**config.mk**
```make
export PLATFORM = sky130hd
export DESIGN_NAME = mips_run_controller
export DESIGN_NICKNAME = d
export VERILOG_FILES = /design/src/rtl/mips_run_controller.sv
export SDC_FILE = /design/constraint.sdc
export NUM_CORES = 1
export LEC_CHECK = 0
export CAP_MARGIN = 5
export CORE_ASPECT_RATIO = 2
export CORE_MARGIN = 3
export CORE_UTILIZATION = 37
export DETAILED_ROUTE_END_ITERATION = 7
export GPL_TIMING_DRIVEN = 0
export PLACE_DENSITY_LB_ADDON = 0.3
export SLEW_MARGIN = 20
export SYNTH_ARGS = -nofsm -noshare
export SYNTH_HDL_FRONTEND = slang
export SYNTH_SLANG_ARGS = --single-unit
export TNS_END_PERCENT = 20
```
**constraint.sdc**
```tcl
create_clock -name clk -period 2.6 [get_ports clk]
set_input_delay 0.26 -clock clk [delete_from_list [all_inputs] [get_ports clk]]
set_output_delay 0.26 -clock clk [all_outputs]
set_load 0.005 [all_outputs]
```
**src/rtl/mips_run_controller.sv**
```systemverilog
// mips_run_controller: load/hold/run sequencer for the pipelined MIPS core with PC-stability halt detection.
// Commit-stream signature folding is compiled in with `define MIPS_RUNCTL_SIGNATURE_EN.
module mips_run_controller #(
    parameter int WORD_WIDTH  = 32,
    parameter int IMEM_DEPTH  = 1024,
    parameter int DMEM_DEPTH  = 1024,
    parameter int REG_DEPTH   = 32,
    parameter int CNT_WIDTH   = 16,
    parameter int RESET_HOLD  = 2,
    parameter int HALT_STABLE = 4
) (
    input  logic                  clk,
    input  logic                  reset_n,
    input  logic                  start,
    input  logic                  ld_valid,
    output logic                  ld_ready,
    input  logic [1:0]            ld_target,
    input  logic [WORD_WIDTH-1:0] ld_addr,
    input  logic [WORD_WIDTH-1:0] ld_data,
    input  logic                  ld_last,
    output logic                  imem_we,
    output logic                  dmem_we,
    output logic                  rf_we,
    output logic [WORD_WIDTH-1:0] wr_addr,
    output logic [WORD_WIDTH-1:0] wr_data,
    output logic                  core_reset_n,
    input  logic [CNT_WIDTH-1:0]  cycle_budget,
    input  logic [WORD_WIDTH-1:0] PC_out,
    input  logic                  MEM_WB_RegWrite,
    input  logic [4:0]            MEM_WB_RegisterRd,
    input  logic [WORD_WIDTH-1:0] RegWriteData,
    input  logic                  EX_MEM_MemWrite,
    input  logic [WORD_WIDTH-1:0] EX_MEM_ALU_result,
    input  logic [WORD_WIDTH-1:0] EX_MEM_MemWriteData,
    output logic                  busy,
    output logic                  done,
    output logic                  halted,
    output logic                  timeout,
    output logic [CNT_WIDTH-1:0]  cycle_count,
    output logic [WORD_WIDTH-1:0] signature
);
    localparam int SW = $clog2(HALT_STABLE + 1);
    localparam int HW = $clog2(RESET_HOLD + 1);
    typedef enum logic [2:0] {IDLE, LOAD, HOLD, RUN, DONE} state_t;
    state_t state;
    logic [CNT_WIDTH-1:0] budget, cnt_next;
    logic [WORD_WIDTH-1:0] prev_pc, sig_next;
    logic [SW-1:0] stable, stable_next;
    logic [HW-1:0] hold_cnt;
    logic go, take, hit_halt, hit_budget;
    // The first RUN cycle has no previous core PC, so it never counts as a match.
    always_comb begin
        go = start && (state == IDLE || state == DONE);
        take = state == LOAD && ld_valid;
        cnt_next = &cycle_count ? cycle_count : cycle_count + 1'b1;
        stable_next = (cycle_count != '0 && PC_out == prev_pc) ? stable + 1'b1 : '0;
        hit_halt = stable_next == SW'(HALT_STABLE - 1);
        hit_budget = cnt_next >= budget;
    end
`ifdef MIPS_RUNCTL_SIGNATURE_EN
    function automatic logic [WORD_WIDTH-1:0] fold(input logic [WORD_WIDTH-1:0] s, input logic [WORD_WIDTH-1:0] w);
        return {s[WORD_WIDTH-2:0], s[WORD_WIDTH-1]} ^ w;
    endfunction
    logic [WORD_WIDTH-1:0] sig_wb;
    always_comb begin
        sig_wb = (MEM_WB_RegWrite && MEM_WB_RegisterRd != '0) ?
                 fold(signature, RegWriteData ^ (WORD_WIDTH'(MEM_WB_RegisterRd) << 27)) : signature;
        sig_next = EX_MEM_MemWrite ? fold(sig_wb, EX_MEM_ALU_result ^ EX_MEM_MemWriteData) : sig_wb;
    end
`else
    logic unused_commit;
    assign unused_commit = ^{MEM_WB_RegWrite, MEM_WB_RegisterRd, RegWriteData,
                             EX_MEM_MemWrite, EX_MEM_ALU_result, EX_MEM_MemWriteData};
    assign sig_next = '0;
`endif
    always_ff @(posedge clk or negedge reset_n) begin
        if (!reset_n) begin
            state <= IDLE;
            ld_ready <= 1'b0;
            imem_we <= 1'b0;
            dmem_we <= 1'b0;
            rf_we <= 1'b0;
            wr_addr <= '0;
            wr_data <= '0;
            core_reset_n <= 1'b0;
            busy <= 1'b0;
            done <= 1'b0;
            halted <= 1'b0;
            timeout <= 1'b0;
            cycle_count <= '0;
            signature <= '0;
            budget <= '0;
            prev_pc <= '0;
            stable <= '0;
            hold_cnt <= '0;
        end else begin
            imem_we <= take && ld_target == 2'd0;
            dmem_we <= take && ld_target == 2'd1;
            rf_we <= take && ld_target == 2'd2;
            prev_pc <= PC_out;
            if (take) begin
                wr_data <= ld_data;
                wr_addr <= ld_target == 2'd0 ? ld_addr % WORD_WIDTH'(IMEM_DEPTH) :
                           ld_target == 2'd1 ? ld_addr % WORD_WIDTH'(DMEM_DEPTH) :
                           ld_target == 2'd2 ? ld_addr % WORD_WIDTH'(REG_DEPTH) : ld_addr;
            end
            if (go) begin
                state <= LOAD;
                ld_ready <= 1'b1;
                busy <= 1'b1;
                done <= 1'b0;
                core_reset_n <= 1'b0;
                halted <= 1'b0;
                timeout <= 1'b0;
                cycle_count <= '0;
                signature <= '0;
                budget <= cycle_budget;
            end else if (take && ld_last) begin
                state <= HOLD;
                ld_ready <= 1'b0;
                hold_cnt <= '0;
            end else if (state == HOLD) begin
                if (hold_cnt == HW'(RESET_HOLD - 1)) begin
                    state <= RUN;
                    core_reset_n <= 1'b1;
                    stable <= '0;
                end else begin
                    hold_cnt <= hold_cnt + 1'b1;
                end
            end else if (state == RUN) begin
                cycle_count <= cnt_next;
                stable <= stable_next;
                // Halt takes priority when it coincides with budget exhaustion.
                if (hit_halt || hit_budget) begin
                    state <= DONE;
                    busy <= 1'b0;
                    done <= 1'b1;
                    halted <= hit_halt;
                    timeout <= !hit_halt;
                end else begin
                    signature <= sig_next;
                end
            end
        end
    end
endmodule

```
---- Word level (Yosys, flattened, before mapping) ----
Cells that the tools add are included.
storage, ports and cells
  bits of input ports ..................... 222
  logic and storage cells ................. 121
  output and inout bits ................... 121
  register bits after elaboration ......... 177
cells by class
  multiplexer cells ....................... 52
  bitwise operators ....................... 2
  $lt $le $gt $ge ......................... 1
  add/subtract/negate cells ............... 3
  equal/unequal tests ..................... 15
  reductions and logical operators ........ 30
operators with widths
  kind                   count
  $mux 32                8
  $mux 16                5
  $eq 32x32->1           1
  $mux 3                 10
  $mux 1                 26
  $add 16x1->16 const B  1
  $ge 16x16->1           1
  $reduce_and 16->1      1
  $reduce_bool 16->1     1
  $reduce_bool 2->1      7
  $reduce_and 3->1       4
  $reduce_and 4->1       3
  $eq 3x2->1 const B     3
  $ne 2x2->1 const B     4
  $reduce_bool 4->1      2
  $logic_and 1x1->1      7
  $mux 2                 3
  $eq 2x1->1 const B     2
  $ne 4x3->1 const B     1
  $add 3x1->3 const B    1
  $eq 3x1->1 const B     1
  $eq 3x3->1 const B     1
  $logic_not 3->1        1
  $add 2x1->2 const B    1
  other kinds (6)        8

---- Longest topological paths before layout ----
Gate-level depths: netlist (run 1).
  depth after elaboration ................. 10
  mapped depth ............................ 12
  mapped depth without buffers ............ 12

---- Worst setup path after synthesis (run 1) ----
Ideal clock, no wire load.
  kind .................................... reg2reg
  start point ............................. register cycle_count[1]
  end point ............................... register halted
  slack ................................... -164 ps
  clock period less this slack ............ 2764 ps
  buffers on the path ..................... 0
  data arrival time ....................... 2643 ps
  stages on the path, launching flop included .. 12
  setup time .............................. 122 ps
  required time ........................... 2478 ps
  path through ............................ dfrtp_1 > ha_1 > nand4_1 > nor2_1 > and3_4 > mux2_4 > ha_1 > o211ai_1 > o211ai_1 > o2111a_1 > o21ai_1 > a32o_1
on the way
  cells in the longest elaborated chain, start to end .. 9
  elaborated cells on any way between the ends .. 16
  classes of those cells .................. 1 x add/sub; 1 x order compare; 1 x eq/ne; 7 x mux; 6 x reduce/logical
RTL lines
  item                                                   line  source
  from (decl)                                            39    output logic [CNT_WIDTH-1:0] cycle_count,
  from (signal assigned)                                 131   cycle_count <= cnt_next;
  branches (longest 9 deep; another with $add 16x1->16)  n/a
  to (signal assigned)                                   138   halted <= hit_halt;
  to (decl)                                              37    output logic halted,
Several ways; the timed one is not identified. The select of a mux whose other input is x is not followed.
A chain may end at the register's enable or synchronous reset.

---- Final worst setup path (run 1) ----
Same ends and word-level chain as after synthesis.

==> flow_metrics.env, run 1 <==
export IMPL_outcome="finished, violations left"
export IMPL_violations="setup timing"
export IMPL_post_layout_nonfiller_instances=1231
export IMPL_initial_core_util=0.382
export IMPL_cap_viol_max_count=0
export IMPL_layout_min_cycle_time_ns=2.88
export IMPL_instance_area_at_placement_sq_um=9380
export IMPL_synth_seq_area_share=0.529
export IMPL_final_layout_size_suffix_gt1_frac=0.146
export IMPL_clock_latency_ns=0.42
export IMPL_finalInstanceArea_sq_um=10400
export IMPL_post_synthesis_adder_cell_area_fraction=0.0365
export IMPL_synthDistinctLibCells=58
export IMPL_synthCells=717
export IMPL_cts_sink_count=145
export IMPL_crit_path_top_delay_cell="a221o_1"
export IMPL_min_path_type="primary input to register"
export IMPL_cts_max_level=4
export IMPL_clkTransAtPathRegs_ns=0.06
export IMPL_end_kind="register"
export IMPL_flip_flop_and_latch_area_sq_um=3640
export IMPL_synth_largest_area_cell="dfrtp_1"
export IMPL_multiInputGateArea_sq_um=3030
export IMPL_path_cells="buf_4, ha_4, and4_1, buf_6, nand4_1, nand2_2, xnor2_2, ha_1, o21ai_2, o21ai_2, a221o_1, o21ai_4, a32o_1"
export IMPL_post_drt_via_cell_ratio=4.90
export IMPL_die_area_sq_um=20300
export IMPL_timing_final_crit_share=1.11
export IMPL_grt_pass1_wl_microns=32100
export IMPL_ctsLongestPathBuffers=2
export IMPL_first_pass_iters=4
export IMPL_maxSlewViolCount=0
export IMPL_worstPathArrival_ns=3.24
export IMPL_grt_usage=0.208
export IMPL_antenna_violations_before_repair=0
export IMPL_clock_tree_root_cell="clkbuf_16"
export IMPL_synthTopCellsByArea="dfrtp_1, nand2_1, ha_1, buf_4, xor2_1"
export IMPL_post_synth_and_or_nand_nor_area_fraction=0.221
export IMPL_synth_enable_flop_cells=0
export IMPL_synth_top_family_by_area="simple AND/OR/NAND/NOR gates"
export IMPL_floorplan_rows=69
export IMPL_place_port_buffers=207
export IMPL_dieHeight_microns=199
export IMPL_via_count_of_the_first_global_routing_pass=6155
export IMPL_fp_coreArea_sq_um=18000
export IMPL_numCtsBuffers=17
export IMPL_synth_top_cell_area_share=0.529
export IMPL_drc=0
export IMPL_finalHoldViolCount=0
export IMPL_avgRoutedWirePerCell_microns=16.8
export IMPL_wirelength_microns=20600
export IMPL_synth_seq_cells=145
export IMPL_final_setup_skew_ns=0.00880
export IMPL_leakagePower_nw=4.88
export IMPL_setup_viol=7
export IMPL_synthArstFlopShare=1.00
export IMPL_ir_worst_vdd_mv=0.476
export IMPL_crit_path_frequent_cell="o21ai_2"
export IMPL_combined_area_of_all_synthesized_cells_sq_um=6860
export IMPL_antenna_cells_inserted=0
export IMPL_synth_area_mux_share=0.00693
export IMPL_final_setup_worst_slack_ns=-0.280
export IMPL_i_o_pin_count=343
export IMPL_crit_type="register to register"
export IMPL_most_common_library_cell_in_the_layout_ignoring_fill_and_taps="clkdlybuf4s50_1"
export IMPL_post_synthesis_compound_gate_area_fraction=0.0837
export IMPL_startpoint_type="register"
export IMPL_grt_setup_unrepaired="yes"
export IMPL_dr_vias=6035
export IMPL_power_density_cell_area_nw_per_um2=513
export IMPL_globalRoute_totalOverflow=0
export IMPL_synthesis_yosys_warnings=0
export IMPL_syn_to_final_growth_pct=51.3
export IMPL_chipWidth_microns=102
export IMPL_drt_iter0_drc=168
export IMPL_cts_tree="done"
export IMPL_yosys_most_used_dff="dfrtp_1"
export IMPL_layout_common_cells="clkdlybuf4s50_1, nand2_1, dfrtp_1, buf_4, nand3_1"
export IMPL_worst_endpoint_required_ns=2.96
export IMPL_gp_routability_congestion=0.975
export IMPL_detailed_place_hpwl_microns=15600
export IMPL_xor_xnor_share_of_the_synthesized_area=0.0549
export IMPL_synth_area_per_cell_sq_um=9.57
export IMPL_critical_path_max_stage_delay_ns=0.42
export IMPL_critPathMaxFanout=9
export IMPL_placed_cells=1169
export IMPL_maxClockFrequency_mhz=347
export IMPL_tightestPinTransition_ns=0.756
export IMPL_number_of_nets_in_the_layout=1247
export IMPL_relSlewSlack=0.494
export IMPL_layout_filler_cells=1566
export IMPL_remaining_number_of_nets_flagged_by_the_antenna_check_after_routing=0
export IMPL_grt_start_max_net_pins=79
==> cells by family after synthesis <==
family | count (synthesis)
adder cells (fa/ha/maj) | 20
other | 1
multiplexers | 4
buffers and inverters | 85
flip-flops | 145
AO/OA/AOI/OAI | 88
XOR/XNOR | 43
AND/OR/NAND/NOR | 331
==> per-stage QoR <==
step	total power [mW]	hold slack [ns]	util	setup TNS (ns)	worst slack, ns
6_report	5.33	0.329	0.578	-1.63	-0.280
5_1_grt	5.52	0.317	0.578	-2.50	-0.391
4_1_cts	5.38	0.309	0.571	-1.26	-0.202
3_5_place_dp	2.80	0.279	0.522	-3.47	-0.554
3_3_place_gp	2.79	0.450	0.520	-697.94	-5.34
2_1_floorplan	2.51	-0.0356	-	0	0.00646
==> path summary, 6_finish.rpt <==
check | cells after the start | slack [ns] | from | endpoint
max | 13 | -0.28 | cycle_count[1] | halted
min | 1 | 0.33 | PC_out[26] | prev_pc[26]
max reg2reg | 13 | -0.28 | cycle_count[1] | halted
min reg2reg | 2 | 0.47 | wr_addr[28] | wr_addr[28]
max in group asynchronous | 3 | 1.42 | reset_n | cycle_count[15]
min in group asynchronous | 2 | 0.40 | reset_n | wr_addr[16]
==> layer usage <==
layer | track usage | up-vias | share of wire
met5 | 0 | - | 0
met4 | 0.0871 | 0 | 0.033
met3 | 0.0611 | 43 | 0.063
met2 | 0.386 | 226 | 0.56
met1 | 0.211 | 2832 | 0.34
li1 | - | 2934 | -
==> repair_timing <==
action | in CTS | in global routing
buffers inserted | 19 | 10
setup endpoints to repair | 7 | 7
endpoints found under the hold margin | 77 | 0
pin swaps | 14 | 22
hold buffers | 1 | 0
resized for setup | 31 | 15
cloned | 0 | 0
==> registers in the layout (all words and copies together), names as in the netlist, 2 cells and up <==
register and flops:
prev_pc 32, wr_addr 32, wr_data 32, budget 16
cycle_count 16, stable 3, state 3, hold_cnt 2
==> synthesized netlist by cell type (all sizes together) (4+ instances only) <==
master	number
o21ai	33
nor3	4
nor2	21
ha	20
dfrtp	145
inv	20
a21oi	12
and2	5
nand2	206
clkbuf	15
a22o	5
nand4	16
and3	5
and4	6
nand2b	4
nand3	36
xor2	24
nor3b	7
xnor2	19
a31oi	7
a41oi	5
nor4	12
buf	50
==> final cells by class <==
cell class | instances | area share
sequential | 145 | 0.350
multi-input combinational | 518 | 0.292
timing repair buffer | 238 | 0.225
clock buffer | 17 | 0.0410
buffer | 65 | 0.0409
tap | 213 | 0.0257
clock inverter | 15 | 0.0177
inverter | 20 | 0.00723
==> power by group <==
part	internal, mW	switching [mW]
Sequential	2.30	0.0199
Combinational	0.265	0.186
Clock	1.52	1.04
Total	4.08	1.24
==> critical path: cells and delay by family, from the launching register on <==
| family | cells | cell delay (ns) |
|---|---|---|
| AOI/OAI and AO/OA | 5 | 1.04 |
| adders and majority gates | 2 | 0.48 |
| and+or+nand+nor | 3 | 0.45 |
| DFF | 1 | 0.40 |
| buffers and inverters | 2 | 0.28 |
| xor gates and xnor gates | 1 | 0.14 |
Note: power is estimated with default switching activity, not from simulation.
==> run 2, diff against run 1 <==
CORE_UTILIZATION = 38   (was 37)
CTS_BUF_LIST = sky130_fd_sc_hd__clkbuf_4 sky130_fd_sc_hd__clkbuf_8   (was default)
==> flow_metrics.env, run 2 (synthesis results as in run 1) <==
export IMPL_tightestPinTransition_ns=0.718
export IMPL_min_path_type="primary input to register"
export IMPL_number_of_nets_in_the_layout=1252
export IMPL_ir_worst_vdd_mv=0.391
export IMPL_i_o_pin_count=343
export IMPL_finalInstanceArea_sq_um=10200
export IMPL_cts_tree="done"
export IMPL_grt_pass1_wl_microns=32600
export IMPL_rrSetupSlack_ns=-0.26
export IMPL_first_pass_iters=5
export IMPL_clkTransAtPathRegs_ns=0.08
export IMPL_end_kind="register"
export IMPL_finalHoldViolCount=0
export IMPL_antenna_violations_before_repair=0
export IMPL_met2_use_gr=0.394
export IMPL_worstPathArrival_ns=3.24
export IMPL_setup_tns_ns=-1.46
export IMPL_cts_max_level=4
export IMPL_regToRegStartpoint="cycle_count[0]"
export IMPL_layout_min_cycle_time_ns=2.86
export IMPL_largestRegisters="prev_pc (32), wr_addr (32), wr_data (32)"
export IMPL_detailed_place_hpwl_microns=15600
export IMPL_maxClockFrequency_mhz=349
export IMPL_layout_common_cells="nand2_1, clkdlybuf4s50_1, dfrtp_1, buf_4, nand3_1"
export IMPL_via_count_of_the_first_global_routing_pass=6371
export IMPL_wirelength_microns=20400
export IMPL_chipWidth_microns=101
export IMPL_worst_endpoint_required_ns=2.97
export IMPL_cts_sink_count=145
export IMPL_startpoint_type="register"
export IMPL_crit_type="register to register"
export IMPL_worstHoldEndpoint="prev_pc[21]"
export IMPL_remaining_number_of_nets_flagged_by_the_antenna_check_after_routing=0
export IMPL_timing_final_crit_share=1.10
export IMPL_globalRoute_totalOverflow=0
export IMPL_timing_hold_worst_start="PC_out[21]"
export IMPL_grt_start_max_net_pins=95
export IMPL_hold_path_depth=1
export IMPL_instance_area_at_placement_sq_um=9370
export IMPL_grtUsageMet1=0.209
export IMPL_cap_viol_max_count=0
export IMPL_use_met3=0.0580
export IMPL_final_setup_skew_ns=0.0180
export IMPL_gp_routability_congestion=0.972
export IMPL_die_area_sq_um=19800
export IMPL_rr_worst_depth=12
export IMPL_clock_latency_ns=0.45
export IMPL_drt_iter0_drc=229
export IMPL_fp_coreArea_sq_um=17500
export IMPL_leakagePower_nw=4.80
export IMPL_antenna_cells_inserted=0
export IMPL_critical_path_reg2reg_endpoint="halted"
export IMPL_finalPower_mw=4.68
export IMPL_power_density_cell_area_nw_per_um2=458
export IMPL_place_port_buffers=207
export IMPL_dieHeight_microns=196
export IMPL_setup_viol=7
export IMPL_drc=0
export IMPL_avgRoutedWirePerCell_microns=16.6
export IMPL_final_setup_worst_slack_ns=-0.264
export IMPL_grt_usage=0.213
export IMPL_outcome="finished, violations left"
export IMPL_numCtsBuffers=17
export IMPL_pre_cts_ws_ns=-0.539
export IMPL_floorplan_rows=68
export IMPL_syn_to_final_growth_pct=48.8
export IMPL_final_layout_size_suffix_gt1_frac=0.148
export IMPL_ctsLongestPathBuffers=2
export IMPL_globalRoute_busiestLayer="met2"
export IMPL_post_drt_via_cell_ratio=4.90
export IMPL_layout_filler_cells=1527
export IMPL_clock_tree_root_cell="clkbuf_8"
export IMPL_violations="setup timing"
export IMPL_grt_setup_unrepaired="yes"
export IMPL_maxSlewViolCount=0
export IMPL_dr_vias=6040
export IMPL_relSlewSlack=0.520
export IMPL_initial_core_util=0.391
export IMPL_critPathMaxFanout=3
run 2: area by class of cell:
class	instances	area, sq um	share of cell area
buffer	65	428	0.0419
clock buffer	20	263	0.0257
clock inverter	12	160	0.0157
inverter	20	75.1	0.00735
multi-input combinational	518	3010	0.295
sequential	145	3640	0.356
tap	210	263	0.0257
timing repair buffer	243	2380	0.233
run 2: critical path, cell delays in order, from the launching register on:
cell	delay, ns
dfrtp_2	0.41
buf_4	0.13
nand4_1	0.15
buf_4	0.19
nor4_2	0.16
xnor2_1	0.17
o21ai_2	0.10
ha_1	0.30
a21o_1	0.18
a21o_1	0.17
a221o_1	0.44
o21ai_4	0.21
a32o_1	0.18
run 2: timing repair:
item	4_1_cts	5_1_grt
endpoints found under the setup margin	7	7
resized for setup	29	16
hold endpoints to repair	51	0
hold buffers	1	0
pin swaps	16	15
buffers inserted	24	10
run 2: worst max path at each step:
stage                                from        endpoint  slack, ns
after floorplan            cycle_count[5]          halted      0.006
after global placement            reset_n  cycle_count[1]      -5.41
after detailed placement   cycle_count[9]          halted      -0.54
after CTS                  cycle_count[0]          halted      -0.25
after global routing      cycle_count[11]          halted      -0.38
final                      cycle_count[0]          halted      -0.26
run 2: stage by stage:
stage	std cells	hold WS, ns	utilization
2_1_floorplan	748	-0.0356	-
3_3_place_gp	1165	0.449	0.533
3_5_place_dp	1166	0.202	0.535
4_1_cts	1223	0.258	0.576
5_1_grt	1233	0.269	0.583
6_report	1233	0.298	0.583
run 2: layer usage:
| layer | part of all wire | up-vias |
|---|---|---|
| li1 | - | 2946 |
| met1 | 0.33 | 2808 |
| met2 | 0.55 | 232 |
| met3 | 0.065 | 54 |
| met4 | 0.048 | 0 |
| met5 | 0 | - |
run 2: where the power goes:
group	internal (mW)	switching, mW
Sequential	2.30	0.0208
Combinational	0.263	0.183
Clock	0.999	0.914
==> run 3, diff against run 2 <==
CORE_ASPECT_RATIO = default   (was 2)
==> flow_metrics.env, run 3 (synthesis results as in run 1) <==
export IMPL_outcome="finished, violations left"
export IMPL_violations="setup timing"
export IMPL_avgRoutedWirePerCell_microns=15.2
export IMPL_gp_routability_congestion=0.884
export IMPL_most_common_library_cell_in_the_layout_ignoring_fill_and_taps="clkdlybuf4s50_1"
export IMPL_grt_pass1_wl_microns=30700
export IMPL_end_kind="register"
export IMPL_placed_cells=1181
export IMPL_timing_final_crit_share=1.09
export IMPL_cts_tree="done"
export IMPL_critPathMaxFanout=9
export IMPL_min_path_type="primary input to register"
export IMPL_power_share_clock=0.398
export IMPL_die_area_sq_um=19700
export IMPL_relSlewSlack=0.398
export IMPL_worstPathArrival_ns=3.18
export IMPL_fin_hold_ws_ns=0.294
export IMPL_cap_viol_max_count=0
export IMPL_flip_flop_and_latch_area_sq_um=3640
export IMPL_chipWidth_microns=140
export IMPL_detailed_place_hpwl_microns=13700
export IMPL_layout_min_cycle_time_ns=2.84
export IMPL_floorplan_rows=48
export IMPL_dr_vias=6040
export IMPL_final_layout_size_suffix_gt1_frac=0.161
export IMPL_finalHoldViolCount=0
export IMPL_clock_tree_root_cell="clkbuf_8"
export IMPL_fin_util=0.590
export IMPL_globalRoute_totalOverflow=0
export IMPL_final_setup_worst_slack_ns=-0.244
export IMPL_maxClockFrequency_mhz=352
export IMPL_place_port_buffers=207
export IMPL_numCtsBuffers=17
export IMPL_setup_tns_ns=-1.30
export IMPL_leakagePower_nw=4.84
export IMPL_clkTransAtPathRegs_ns=0.09
export IMPL_layout_common_cells="clkdlybuf4s50_1, nand2_1, dfrtp_1, buf_4, nand3_1"
export IMPL_maxSlewViolCount=0
export IMPL_cts_max_level=4
export IMPL_pwr_share_seq=0.505
export IMPL_antenna_violations_before_repair=0
export IMPL_initial_core_util=0.393
export IMPL_ctsLongestPathBuffers=2
export IMPL_crit_type="register to register"
export IMPL_clock_latency_ns=0.45
export IMPL_power_switching_mw=1.09
export IMPL_grt_usage=0.194
export IMPL_i_o_pin_count=343
export IMPL_multiInputGateArea_sq_um=3040
export IMPL_sw_frac_of_total=0.238
export IMPL_drc=0
export IMPL_grt_start_max_net_pins=93
export IMPL_via_count_of_the_first_global_routing_pass=6157
export IMPL_setup_viol=7
export IMPL_ir_worst_vdd_mv=0.307
export IMPL_post_drt_via_cell_ratio=4.81
export IMPL_drt_iter0_drc=238
export IMPL_final_setup_skew_ns=0.0151
export IMPL_power_density_cell_area_nw_per_um2=445
export IMPL_antenna_cells_inserted=0
export IMPL_syn_to_final_growth_pct=50.2
export IMPL_worst_endpoint_required_ns=2.93
export IMPL_finalPower_mw=4.59
export IMPL_power_report_internal_total_mw=3.49
export IMPL_layout_filler_cells=1500
export IMPL_remaining_number_of_nets_flagged_by_the_antenna_check_after_routing=0
export IMPL_first_pass_iters=4
export IMPL_post_layout_nonfiller_instances=1255
export IMPL_number_of_nets_in_the_layout=1260
export IMPL_wirelength_microns=19100
export IMPL_startpoint_type="register"
export IMPL_comb_power_share=0.097
export IMPL_dieHeight_microns=140
export IMPL_tightestPinTransition_ns=0.900
export IMPL_fp_coreArea_sq_um=17500
export IMPL_grt_setup_unrepaired="yes"
export IMPL_largestRegisters="prev_pc (32), wr_addr (32), wr_data (32)"
export IMPL_cts_sink_count=145
-- run 3: cell types whose count changed in the layout (fill, tap and decap cells not counted), sizes merged --
cell	delta
clkinvlp	-1
inv	+3
clkinv	-3
buf	+8
clkbuf	+1
bufinv	-1
-- run 3: power by group through the flow --
stage	Sequential (mW)	Combinational (mW)	Clock [mW]
floorplan	2.36	0.158	0
global placement	2.36	0.421	0
detailed placement	2.36	0.433	0
CTS	2.31	0.442	1.89
global route	2.32	0.494	2.00
finish	2.32	0.444	1.83
-- run 3: per-stage QoR --
step / setup WS, ns / instance area [sq um]
3_3_place_gp: -5.32 / 9360
4_1_cts: -0.122 / 10200
2_1_floorplan: 0.00646 / 7010
6_report: -0.244 / 10300
5_1_grt: -0.312 / 10300
3_5_place_dp: -0.409 / 9390
-- run 3: worst paths after layout --
path	start	endpoint	slack, ns	cells after the start
worst max register to register	cycle_count[9]	halted	-0.24	13
worst max-delay path	cycle_count[9]	halted	-0.24	13
worst min-delay path	PC_out[23]	prev_pc[23]	0.29	1
worst min register to register	wr_addr[15]	wr_addr[15]	0.47	2
max in group asynchronous	reset_n	wr_addr[6]	1.46	3
min in group asynchronous	reset_n	budget[15]	0.32	2
-- run 3: layout make-up --
cell class	instances	area share
flip-flops and latches	145	0.353
plain buffers	65	0.0404
clock inverters	10	0.0123
clock buffers	21	0.0268
multi-input cells	518	0.295
well taps	225	0.0273
repair buffers	251	0.238
inverters	20	0.00728
-- run 3: per-layer routing --
| layer | wire [microns] | global-route usage | share of wire | vias to the layer above |
|---|---|---|---|---|
| li1 | - | - | - | 2969 |
| met1 | 7840 | 0.236 | 0.41 | 2861 |
| met2 | 9350 | 0.322 | 0.49 | 193 |
| met3 | 1700 | 0.0758 | 0.089 | 17 |
| met4 | 207 | 0.0546 | 0.011 | 0 |
| met5 | 0 | 0 | 0 | - |
-- run 3: repair_timing --
item,in CTS,in global routing
hold buffers,1,0
setup buffers,37,6
pin swaps,29,22
hold endpoints to repair,53,0
gates resized for setup,34,17
setup endpoints to repair,7,7
-- run 3: worst max-delay path, cell delays in order (launching register included) --
cell and delay, ns:
dfrtp_1 0.37, buf_4 0.17, and4_4 0.26, nand4_1 0.09
buf_4 0.19, o21ai_4 0.16, nor2_2 0.06, xor2_1 0.18
ha_1 0.32, o211ai_1 0.09, o211ai_1 0.19, o2111a_2 0.29
o21ai_4 0.08, a32o_1 0.27
==> RTL edit 1: new RTL, flow settings as in run 3 <==
Add an input register stage for `ld_target`, with the module's reset; this delays it by one clock. The other inputs are not delayed to match.
--- a/src/rtl/mips_run_controller.sv
+++ b/src/rtl/mips_run_controller.sv
@@ -42,6 +42,17 @@
     localparam int SW = $clog2(HALT_STABLE + 1);
     localparam int HW = $clog2(RESET_HOLD + 1);
     typedef enum logic [2:0] {IDLE, LOAD, HOLD, RUN, DONE} state_t;
+
+    logic [1:0] ld_target_q;
+
+    always_ff @(posedge clk or negedge reset_n) begin
+        if (!reset_n) begin
+            ld_target_q <= '0;
+        end else begin
+            ld_target_q <= ld_target;
+        end
+    end
+
     state_t state;
     logic [CNT_WIDTH-1:0] budget, cnt_next;
     logic [WORD_WIDTH-1:0] prev_pc, sig_next;
@@ -94,15 +105,15 @@
             stable <= '0;
             hold_cnt <= '0;
         end else begin
-            imem_we <= take && ld_target == 2'd0;
-            dmem_we <= take && ld_target == 2'd1;
-            rf_we <= take && ld_target == 2'd2;
+            imem_we <= take && ld_target_q == 2'd0;
+            dmem_we <= take && ld_target_q == 2'd1;
+            rf_we <= take && ld_target_q == 2'd2;
             prev_pc <= PC_out;
             if (take) begin
                 wr_data <= ld_data;
-                wr_addr <= ld_target == 2'd0 ? ld_addr % WORD_WIDTH'(IMEM_DEPTH) :
-                           ld_target == 2'd1 ? ld_addr % WORD_WIDTH'(DMEM_DEPTH) :
-                           ld_target == 2'd2 ? ld_addr % WORD_WIDTH'(REG_DEPTH) : ld_addr;
+                wr_addr <= ld_target_q == 2'd0 ? ld_addr % WORD_WIDTH'(IMEM_DEPTH) :
+                           ld_target_q == 2'd1 ? ld_addr % WORD_WIDTH'(DMEM_DEPTH) :
+                           ld_target_q == 2'd2 ? ld_addr % WORD_WIDTH'(REG_DEPTH) : ld_addr;
             end
             if (go) begin
                 state <= LOAD;
Formal check against the unedited RTL: not equivalent (Yosys sat finds a counterexample within 4 cycles, from zero or initial values and one cycle with reset_n low).
==> RTL edit 1 against run 3 <==
The flow still finishes with violations (negative setup slack); total power fell by 3.5%; cell count fell by 1.3%; final area fell by 1.9%; clock power down 11%; synthesized area rose by 0.75%; clock skew rose by 0.0014 ns; setup slack got worse by 0.10 ns; synthesized cell count rose by 0.84%; global-route usage increased by 0.068 points; routed wire length up 0.21%; sequential cell count increased by 2; via count shrank 0.99%; critical endpoint unchanged; largest cell class unchanged; largest power group unchanged.
==> RTL edit 1: results (changes against run 3) <==
Crit path largest cell delay: 0.42 ns (+0.05 ns)
leak pwr: 4.72 nW (-2.6%)
vias in the first global route: 5996 (-2.6%)
drt initial violations: 257 (+8.0%)
CP max stage cell: a221o_1
Ys Warns: 0 (unchanged)
Slew headroom: 56.2% (+16 points)
Routed WL: 19.1 mm (+0.21%)
DR WL met3: 1.56 mm (-8.3%)
1st-pass router iterations: 5 (+1)
initial antenna violation count: 0 (unchanged)
Diodes inserted: 0 (unchanged)
Place WS: -0.443 ns (-0.0341 ns)
Routability Congestion: 0.872 (-1.4%)
Post-Route M1 WL: 8.16 mm (+4.1%)
crit path DAT: 3.33 ns (+0.15 ns)
gr usage total: 19.5% (+0.068 points)
first-pass GRT wire length: 30.9 mm (+0.56%)
Seq/Total Area, Yosys: 53.2% (+0.33 points)
vias per inst: 4.83 (+0.29%)
registers with the most flip-flops: prev_pc x32, wr_addr x32, wr_data x32
metal2 WL: 9.07 mm (-3.0%)
Worst Setup Path Type: reg -> reg
skew final: 0.0165 ns (+0.00139 ns)
final setup vio count: 7 (unchanged)
Critical Path Fanout Max: 8 (-1)
synth unique cells: 61 (+5.2%)
most frequent cells after synthesis: nand2_1, dfrtp_1, nand3_1
Final HPWL DP: 14.2 mm (+3.2%)
outcome: finished with violations
Hold/Removal Path Class: in -> reg
NumNets Final: 1243 (-1.3%)
violated checks: negative setup slack
worst ir drop on vdd: 0.291 mV (-5.1%)
Worst Slack Setup Final: -0.344 ns (-0.0999 ns)
FF-to-FF End: halted
pin count of the biggest net entering global routing: 57 (-39%)
top post-synthesis cells by area: dfrtp_1, nand2_1, ha_1
share of layout cells above drive strength 1: 12.9% (-3.2 points)
worst r2r src: cycle_count[6]
-- RTL edit 1: through the flow --
stage	TNS, ns	hold WS [ns]	cell area, um2	std cells	utilization [%]
global placement	-716.44	0.449	9420	1186	53.7
CTS	-1.90	0.206	10100	1239	57.4
global route	-3.07	0.204	10100	1239	57.7
finish	-2.15	0.240	10100	1239	57.7
floorplan	-0.670	-0.0356	7060	754	-
detailed placement	-2.93	0.167	9480	1188	54.0
-- RTL edit 1: timing repair --
action,in CTS,in global routing
hold buffers,1,0
buffers inserted,19,0
pin swaps,17,7
setup endpoints to repair,7,7
hold endpoints to repair,41,0
resized for setup,25,8
-- RTL edit 1: layer usage --
layer	up-vias	GRT usage (%)
met4	0	5.76
met2	226	31.1
met1	2802	25.1
met5	-	0
met3	25	6.82
li1	2927	-
-- RTL edit 1: logic make-up after synthesis --
| group | Yosys count | synth area share [%] |
|---|---|---|
| other cells | 1 | 0.0542 |
| mux | 2 | 0.326 |
| flops | 147 | 53.2 |
| compound gates | 87 | 8.24 |
| xor+xnor | 45 | 5.70 |
| fa+ha+maj | 20 | 3.62 |
| simple gates | 335 | 22.1 |
| buf+inv | 86 | 6.72 |
-- RTL edit 1: report_power, final --
part           leakage, nW  switching (W)  internal [W]  total (W)
logic                 2.72       0.000184      0.000266   0.000450
clock network        0.169       0.000924      0.000707    0.00163
registers             1.83      0.0000172       0.00233    0.00234
-- RTL edit 1: final cells by class --
class                   count  area [um2]
multi-input cells         521        3010
flip-flops and latches    147        3690
fillers                  1507        7420
repair buffers            229        2300
clock inverters            13         100
inverters                  21        78.8
well taps                 225         282
clock buffers              19         255
plain buffers              64         408
-- RTL edit 1: worst min-delay path by stage --
stage,slack [ns],start,endpoint
after floorplan,-0.04,reset_n,budget[0]
after global placement,0.45,wr_addr[10],wr_addr[10]
after detailed placement,0.17,reset_n,cycle_count[3]
after CTS,0.21,ld_target[1],ld_target_q[1]
after global routing,0.20,ld_target[0],ld_target_q[0]
final,0.24,ld_target[1],ld_target_q[1]
==> RTL edit 2: new RTL, flow settings as in run 3 <==
Without the edit above. Add a define of `MIPS_RUNCTL_SIGNATURE_EN`.
--- a/src/rtl/mips_run_controller.sv
+++ b/src/rtl/mips_run_controller.sv
@@ -1,5 +1,7 @@
 // mips_run_controller: load/hold/run sequencer for the pipelined MIPS core with PC-stability halt detection.
 // Commit-stream signature folding is compiled in with `define MIPS_RUNCTL_SIGNATURE_EN.
+`define MIPS_RUNCTL_SIGNATURE_EN
+
 module mips_run_controller #(
     parameter int WORD_WIDTH  = 32,
     parameter int IMEM_DEPTH  = 1024,
Check against the original RTL: not equivalent (Yosys sat finds a counterexample within 10 cycles, from zero or initial values and one cycle with reset_n low).
==> RTL edit 2 against run 3 <==
The run still ends with negative setup slack left; sequential cell count rose by 32; setup slack got worse by 0.63 ns; via count rose by 60%; synthesized area rose by 45%; routed wire length rose by 69%; combinational power rose to 16 times the old value; final area rose by 45%; total power rose to 3.0 times the old value; highest routed layer unchanged.
==> RTL edit 2: results (changes against run 3) <==
outcome: finished with violations
violated checks: negative setup slack
Hold/Removal Path Class: in -> async
worst-skew pair later-pin latency: 0.47 ns (+0.02 ns)
Least-Margin Pin Slew: 0.830 ns (-0.0703 ns)
1st-pass router iterations: 7 (+3)
M2 GR Usage: 37.0% (+4.9 points)
CP max stage cell: or3_4
vias per inst: 5.25 (+9.1%)
Port Buffer Count: 341 (+65%)
skew final: 0.0284 ns (+0.0133 ns)
worst ir drop on vdd: 0.547 mV (+78%)
crit path DAT: 3.83 ns (+0.65 ns)
Seq/Total Area, Yosys: 44.5% (-8.3 points)
Hold WS: 0.246 ns (-0.0485 ns)
drt initial violations: 626 (+160%)
leak pwr: 6.39 nW (+32%)
final setup vio count: 39 (+32)
Routed WL: 32.3 mm (+69%)
pin count of the biggest net entering global routing: 71 (-24%)
Top delay family on crit path: simple AND/OR/NAND/NOR gates
synth unique cells: 59 (+1.7%)
Final HPWL DP: 24.2 mm (+76%)
clk slew on worst S/H paths: 0.12 ns (+0.03 ns)
Routability Congestion: 0.841 (-4.9%)
most frequent cells after synthesis: nand2_1, dfrtp_1, xor2_1
Worst Slack Setup Final: -0.875 ns (-0.631 ns)
first-pass GRT wire length: 50.1 mm (+63%)
vias in the first global route: 9587 (+56%)
routing usage on met3: 7.18% (-0.40 points)
Place WS: -1.42 ns (-1.01 ns)
met1 Track Usage GR: 27.3% (+3.8 points)
NumNets Final: 1736 (+38%)
Crit path largest cell delay: 0.46 ns (+0.09 ns)
RTL edit 2: cell types whose count changed after synthesis, moves of 28 or more:
cell,delta
a21oi_1,+31
buf_4,-31
clkbuf_1,+31
dfrtp_1,+32
nand2_1,+66
or3_1,+28
xnor2_1,+37
xor2_1,+39
RTL edit 2: layout make-up:
| type | count | area, um2 |
|---|---|---|
| Clock buffer | 17 | 234 |
| Timing Repair Buffer | 374 | 3740 |
| Inverter | 25 | 93.8 |
| Multi-Input combinational cell | 840 | 5490 |
| Tap cell | 330 | 413 |
| Clock inverter | 15 | 226 |
| Fill cell | 2184 | 10500 |
| Buffer | 59 | 303 |
| Sequential cell | 177 | 4440 |
RTL edit 2: cell families (layout without fill, tap and decap cells):
family,Yosys count,after routing,share of synthesized area [%]
and+or+nand+nor,492,492,24.1
buffers and inverters,88,490,3.51
adders and majority gates,20,20,2.52
DFF,177,177,44.5
muxes,21,21,2.23
xor gates and xnor gates,119,119,10.5
AOI/OAI and AO/OA,188,188,12.6
RTL edit 2: worst paths after layout:
path	endpoint	from	depth (start not counted)
worst max-delay path	timeout	cycle_count[8]	13
worst min-delay path	wr_addr[6]	reset_n	2
worst max register to register	timeout	cycle_count[8]	13
worst min register to register	wr_addr[21]	wr_addr[21]	2
max in group asynchronous	signature[25]	reset_n	3
min in group clk	prev_pc[31]	PC_out[31]	1
RTL edit 2: metrics by stage:
| step | instances | setup TNS [ns] |
|---|---|---|
| after floorplan | 1105 | -25.82 |
| after global placement | 1776 | -1177.92 |
| after detailed placement | 1778 | -51.72 |
| after CTS | 1827 | -31.16 |
| after global routing | 1837 | -35.71 |
| final | 1837 | -30.95 |
RTL edit 2: power by group:
part | switching [W] | total (W) | internal [W]
clock | 0.00124 | 0.00218 | 0.000937
sequential | 0.000776 | 0.00450 | 0.00372
combinational | 0.00328 | 0.00703 | 0.00376
total | 0.00529 | 0.0137 | 0.00842
RTL edit 2: layer usage:
| layer | part of all wire (%) | wire (um) | up-vias |
|---|---|---|---|
| li1 | - | - | 4662 |
| met1 | 41 | 13400 | 4563 |
| met2 | 48 | 15600 | 384 |
| met3 | 8.8 | 2830 | 39 |
| met4 | 1.7 | 537 | 0 |
| met5 | 0 | 0 | - |
RTL edit 2: what timing repair did:
action	4_1_cts	5_1_grt
setup buffers	19	11
pin swaps	16	26
endpoints found under the hold margin	41	0
setup endpoints to repair	39	42
resized for setup	39	31
hold buffers	1	0
